File: src/rtl/smag_mac_acc_pkg.sv
// Shared definitions for the sign-magnitude MAC accumulator stage:
// FSM state encodings, the default product width and a saturation helper.
package smag_mac_acc_pkg;

    // Control states; encodings are fixed so they match external debug views.
    typedef enum logic [1:0] {
        ST_IDLE = 2'd0,
        ST_ACC  = 2'd1,
        ST_DONE = 2'd2
    } state_e;

    // Default product magnitude width, matching the multiplier's m output.
    localparam int PROD_W_DEF = 8;

    // A two's-complement sum one bit wider than the accumulator overflowed
    // exactly when its top two bits disagree.
    function automatic logic sum_overflow(input logic top_bit, input logic next_bit);
        return top_bit ^ next_bit;
    endfunction

endpackage

File: src/rtl/smag_to_tc.sv
// Combinational sign-magnitude to two's-complement converter. The magnitude
// is zero-extended to ACC_W and negated when the sign is set; a negative zero
// (m=0, sign=1) yields plain zero.
module smag_to_tc #(
    parameter int PROD_W = 8,
    parameter int ACC_W  = 16
) (
    input  logic [PROD_W-1:0] i_m,
    input  logic              i_sign,
    output logic [ACC_W-1:0]  o_tc
);

    logic [ACC_W-1:0] w_mag;

    assign w_mag = {{(ACC_W-PROD_W){1'b0}}, i_m};

    // Negate non-zero magnitudes with the sign set; everything else passes through.
    always_comb begin
        o_tc = w_mag;
        if (i_sign && (i_m != {PROD_W{1'b0}})) begin
            o_tc = {ACC_W{1'b0}} - w_mag;
        end else begin
            o_tc = w_mag;
        end
    end

endmodule

File: src/rtl/smag_mac_acc.sv
// Saturating dot-product accumulator placed after the 4-bit approximate
// sign-magnitude multiplier. Collects N_TERMS products through a valid/ready
// input, accumulates them with clamping, and presents the (optionally ReLU'd)
// result on a valid/ready output.
module smag_mac_acc
    import smag_mac_acc_pkg::*;
#(
    parameter int PROD_W  = PROD_W_DEF,
    parameter int ACC_W   = 16,
    parameter int N_TERMS = 16,
    parameter int RELU_EN = 0
) (
    input  logic              i_clk,
    input  logic              i_rst,
    input  logic              i_start,
    input  logic              i_prod_valid,
    input  logic [PROD_W-1:0] i_prod_m,
    input  logic              i_prod_sign,
    output logic              o_prod_ready,
    output logic [ACC_W-1:0]  o_acc_out,
    output logic              o_out_valid,
    input  logic              i_out_ready,
    output logic              o_sat_flag,
    output logic              o_busy
);

    localparam int               CNT_W    = $clog2(N_TERMS + 1);
    localparam logic [CNT_W-1:0] CNT_LAST = CNT_W'(N_TERMS - 1);
    localparam logic [CNT_W-1:0] CNT_ONE  = CNT_W'(1);
    localparam logic [ACC_W-1:0] ACC_MAX  = {1'b0, {(ACC_W-1){1'b1}}};
    localparam logic [ACC_W-1:0] ACC_MIN  = {1'b1, {(ACC_W-1){1'b0}}};

    state_e            r_state;
    state_e            w_state_nxt;
    logic [ACC_W-1:0]  r_acc;
    logic [CNT_W-1:0]  r_count;
    logic              r_sat_flag;
    logic [ACC_W-1:0]  r_acc_out;
    logic              r_out_valid;
    logic              r_prod_ready;
    logic              r_busy;

    logic [ACC_W-1:0]  w_tc;
    logic [ACC_W:0]    w_sum;
    logic              w_ovf;
    logic [ACC_W-1:0]  w_acc_sat;
    logic [ACC_W-1:0]  w_result;
    logic              w_accept;
    logic              w_last;
    logic              w_out_hs;

    smag_to_tc #(
        .PROD_W (PROD_W),
        .ACC_W  (ACC_W)
    ) u_to_tc (
        .i_m    (i_prod_m),
        .i_sign (i_prod_sign),
        .o_tc   (w_tc)
    );

    assign w_accept = i_prod_valid & r_prod_ready;
    assign w_last   = w_accept & (r_count == CNT_LAST);
    assign w_out_hs = r_out_valid & i_out_ready;

    // Widen by one bit so the true sum is always representable before clamping.
    assign w_sum = {r_acc[ACC_W-1], r_acc} + {w_tc[ACC_W-1], w_tc};
    assign w_ovf = sum_overflow(w_sum[ACC_W], w_sum[ACC_W-1]);

    // Clamp toward the rail indicated by the true sign of the wide sum.
    always_comb begin
        w_acc_sat = w_sum[ACC_W-1:0];
        if (w_ovf) begin
            w_acc_sat = w_sum[ACC_W] ? ACC_MIN : ACC_MAX;
        end else begin
            w_acc_sat = w_sum[ACC_W-1:0];
        end
    end

    // Final result: optional ReLU forces negative sums to zero.
    always_comb begin
        w_result = w_acc_sat;
        if ((RELU_EN != 0) && w_acc_sat[ACC_W-1]) begin
            w_result = {ACC_W{1'b0}};
        end else begin
            w_result = w_acc_sat;
        end
    end

    // State register.
    always_ff @(posedge i_clk) begin
        if (i_rst) begin
            r_state <= ST_IDLE;
        end else begin
            r_state <= w_state_nxt;
        end
    end

    // Next-state logic; start is only honoured in IDLE.
    always_comb begin
        w_state_nxt = r_state;
        case (r_state)
            ST_IDLE: begin
                if (i_start) begin
                    w_state_nxt = ST_ACC;
                end else begin
                    w_state_nxt = ST_IDLE;
                end
            end
            ST_ACC: begin
                if (w_last) begin
                    w_state_nxt = ST_DONE;
                end else begin
                    w_state_nxt = ST_ACC;
                end
            end
            ST_DONE: begin
                if (w_out_hs) begin
                    w_state_nxt = ST_IDLE;
                end else begin
                    w_state_nxt = ST_DONE;
                end
            end
            default: begin
                w_state_nxt = ST_IDLE;
            end
        endcase
    end

    // Registered outputs and datapath, all driven from the state being left.
    always_ff @(posedge i_clk) begin
        if (i_rst) begin
            r_acc        <= {ACC_W{1'b0}};
            r_count      <= {CNT_W{1'b0}};
            r_sat_flag   <= 1'b0;
            r_acc_out    <= {ACC_W{1'b0}};
            r_out_valid  <= 1'b0;
            r_prod_ready <= 1'b0;
            r_busy       <= 1'b0;
        end else begin
            r_prod_ready <= (w_state_nxt == ST_ACC);
            r_busy       <= (w_state_nxt != ST_IDLE);
            case (r_state)
                ST_IDLE: begin
                    if (i_start) begin
                        r_acc      <= {ACC_W{1'b0}};
                        r_count    <= {CNT_W{1'b0}};
                        r_sat_flag <= 1'b0;
                    end
                end
                ST_ACC: begin
                    if (w_accept) begin
                        r_acc   <= w_acc_sat;
                        r_count <= r_count + CNT_ONE;
                        if (w_ovf) begin
                            r_sat_flag <= 1'b1;
                        end
                        if (w_last) begin
                            r_acc_out   <= w_result;
                            r_out_valid <= 1'b1;
                        end
                    end
                end
                ST_DONE: begin
                    if (w_out_hs) begin
                        r_out_valid <= 1'b0;
                    end
                end
                default: begin
                    r_out_valid <= 1'b0;
                end
            endcase
        end
    end

    assign o_prod_ready = r_prod_ready;
    assign o_acc_out    = r_acc_out;
    assign o_out_valid  = r_out_valid;
    assign o_sat_flag   = r_sat_flag;
    assign o_busy       = r_busy;

endmodule

File: config.mk
export PLATFORM = sky130hd
export DESIGN_NAME = smag_mac_acc
export DESIGN_NICKNAME = d
export VERILOG_FILES = /design/src/rtl/smag_mac_acc_pkg.sv /design/src/rtl/smag_to_tc.sv /design/src/rtl/smag_mac_acc.sv
export SDC_FILE = /design/constraint.sdc
export NUM_CORES = 1
export LEC_CHECK = 0
export BUFFER_PORTS_ARGS = -buffer_cell sky130_fd_sc_hd__buf_2
export CORE_ASPECT_RATIO = 0.8
export CORE_MARGIN = 2
export CORE_UTILIZATION = 52
export CTS_CLUSTER_DIAMETER = 30
export CTS_CLUSTER_SIZE = 14
export DETAILED_ROUTE_END_ITERATION = 8
export PLACE_DENSITY = 0.76
export REMOVE_ABC_BUFFERS = 1
export SKIP_LAST_GASP = 1
export SYNTH_ARGS = -nofsm -noshare
export SYNTH_HDL_FRONTEND = slang
export SYNTH_SLANG_ARGS = --single-unit
export TNS_END_PERCENT = 20
File: constraint.sdc
create_clock -name i_clk -period 3.4 [get_ports i_clk]
set_input_delay 0.51 -clock i_clk [delete_from_list [all_inputs] [get_ports i_clk]]
set_output_delay 0.51 -clock i_clk [all_outputs]
set_load 0.03 [all_outputs]
==> results.md <==
- Gr ovfl total: 0
- Die Area: ~5700 sq um
- Ratio of cells with drive above 1 in the final layout: a little under half
- Met2 GRT Util: between 40% and 50%
- Met1 Use GR: between 30% and 40%
- #FFs+latches synth: 43
- Root Buffer: clkbuf_8
- Synth cell count leaders: dfxtp_1, nand2_1, nor2_1, a21oi_1, o21ai_0
- Initial antenna violation count: 0
- I/O pin cnt: 34
- Clock Tree Buf Depth: 2
- Cell Rows: 23
- Sequential group share of total power: roughly a third
- Most numerous cell in the Yosys netlist: dfxtp_1
- Sequential area share after synthesis: around a third
- Comb power frac: approximately 37%
- Worst-margin pin slew: slightly below 600 ps
- Detailed Routing Iterations Pass 1: 5
- GRT Total Usage: between 20% and 30%
- Final nets: around 440
- Worst skew pair latency: approximately 300 ps
- GR peak layer: met2
- CP required: 3630 ps
- Dominant synthesized flop cell: dfxtp_1
- Post-Route WL: between 7000 and 8000 microns
- Post-CTS Hold Buffers: 0
- PwrDens: between 400 and 500 nW/um^2
- Leak: roughly 0.0016 uW
- Crit Path Max Fanout: 6
- Relative slew slack: between 60% and 70%
- Residual DRC count: 0
- Synth top area share: between 30% and 40%
- Crit path DAT: around 3600 ps
- Gate Count Post-Synth: 307
- Fillcell total: approximately 350
- Critical-path top delay cell: o31a_1
- Area of the multi-input gates: approximately 1900 sq um
- Hold_sp: r_acc[6]$_SDFFE_PP0P_
- Reg clk slew, reported paths: around 80 ps
- Syn-to-layout area delta: 40.1%
- RSZ-0062 raised after global routing: true
- Worst Path Class, Setup: in2reg
- Clock power frac: 29.7%
- Die Wd: around 84 microns
- Finish-stage setup viols: 0
- Antenna diodes: 0
- Largest net degree at the start of global routing: 27
- Cell area after synthesis: 2680 sq um
- Max cap viols: 0
- Port Buffers: 33
- Syn_area_per_cell: ~8.7 sq um
- Pint: ~1100 uW
- Initial Util: a little over half
- Critical Path Start: i_prod_m[1]
- Final period util: 99.8%
- Fin crit period: around 3400 ps
- Iteration-0 DRC Markers: 159
- Critical Path Start Type: primary input
- Nature of the critical path endpoint: register
- Via count: 2750
- Max incr delay on CP: 350 ps
- Area contributors post-synth: dfxtp_1, ha_1, nand2_1
- Worst setup margin: just over 8 ps
- Critical Path, Cell by Cell: buf_8 > inv_4 > ha_4 > nand2_2 > or3_4 > o31a_1 > buf_6 > buf_4 > ha_1 > inv_2 > buf_4 > o211ai_1 > a21oi_2 > o21a_2 > buf_6 > maj3_2 > a211oi_2
- Via-to-Cell Ratio: just under 6
- VDD IR max: 259 uV
- Ys async rst share: 0%
- Net Sw Frac: about a third
- CTS Buf Count: 5
- Area leader, netlist: dfxtp_1
- Gpl congestion: 0.959
- Max-slew violations: 0
- HP Class: reg2reg
- Global-route wire length before repair: around 12000 microns
- Maximum clock frequency: roughly 290 MHz
- Number of synthesized flops with an enable pin: 0
- Antenna viol nets, final: 0
- Sequential standard cell area: 861 sq um
- HPWL after DPL: about 5100 microns
- Vias in the first global route: between 2000 and 3000
- Fin Clk Skew: 11.9 ps
- Chip height: just under 70 microns
- Placement Setup Slack: -595 ps
- Netlist cell types: 50
- Worst R2R Start: r_acc[0]$_SDFFE_PP0P_
- GR Util met3: under 10%
- Hold slack final: about 480 ps
- Wirelength per Cell: between 15 and 20 microns
- Outcome: finished clean
- Fin. Hold Viols: 0
- Switching pwr: a little over 500 uW
- CTS tree: done
- WHS Path Cells: 2
- Core area: between 4000 and 5000 sq um
- R2R depth: 10
- Clock tree sinks: 43
- Yosys Warn Count: 0
- H-tree lvl count: 2
## timing repair
item / in CTS / in global routing
buffers inserted: 7 / 5
pin swaps: 41 / 27
setup endpoints to repair: 32 / 33
gates resized for setup: 47 / 27
cloned: 0 / 1
## per-layer routing
metal  vias to the layer above  part of all wire, %
met5                         -                    0
met4                         0                  1.8
met3                        21                  5.3
met2                       108                   50
met1                      1318                   43
li1                       1303                    -
## cell type report
| cell class | count | area share, % |
|---|---|---|
| inverter | 6 | 0.801 |
| timing repair buffer | 102 | 19.5 |
| multi-input combinational | 246 | 51.2 |
| tap | 62 | 2.07 |
| sequential | 43 | 23.0 |
| clock inverter | 2 | 1.60 |
| clock buffer | 6 | 1.94 |
## cell families after synthesis
logic type / synth area share, %
compound gates: 24.6
fa+ha+maj: 15.7
flops: 32.2
buf+inv: 4.25
xor+xnor: 7.81
simple gates: 15.5
## power groups by stage
stage	clock, uW	combinational, uW	sequential (uW)
2_1_floorplan	0	294	554
5_1_grt	501	643	545
4_1_cts	482	553	542
6_report	482	600	543
3_3_place_gp	0	475	551
3_5_place_dp	0	490	552
## layout by cell type, fill, tap and decap left out, types with 10 or more instances in the layout
cell       n
a211oi_2  12
a21oi_1   18
buf_2     31
buf_4     62
dfxtp_1   43
ha_1      12
maj3_2    15
nand2_1   34
nor2_1    28
o21ai_0   16
xnor2_1   10
## path summary, 6_finish.rpt
path                           endpoint  slack [ps]
max          o_acc_out[14]$_SDFFE_PP0P_           8
min               r_acc[6]$_SDFFE_PP0P_         480
max reg2reg       r_acc[5]$_SDFFE_PP0P_         870
min reg2reg       r_acc[6]$_SDFFE_PP0P_         480
## state kept, by name, summed over array words and instances, names as in the netlist
register	count
o_acc_out	16
r_count	5
o_busy	1
r_state	2
o_out_valid	1
o_prod_ready	1
r_acc	16
o_sat_flag	1
## stage by stage
stage | TNS [ps] | instance area, sq um | std cells | total power [uW] | utilization (%)
3_3_place_gp | -11290 | 3260 | 447 | 1030 | 65.4
6_report | 0 | 3750 | 467 | 1620 | 75.3
4_1_cts | -679 | 3610 | 461 | 1580 | 72.6
2_1_floorplan | -9970 | 2580 | 295 | 848 | -
3_5_place_dp | -16070 | 3260 | 447 | 1040 | 65.4
5_1_grt | -1570 | 3750 | 467 | 1690 | 75.3
## worst max-delay path, delay by kind of cell
kind	cells	cell delay, ps
compound gates	5	1170
buf+inv	7	830
fa+ha+maj	3	730
simple gates	2	370
Note: power is estimated with default switching activity, not from simulation.
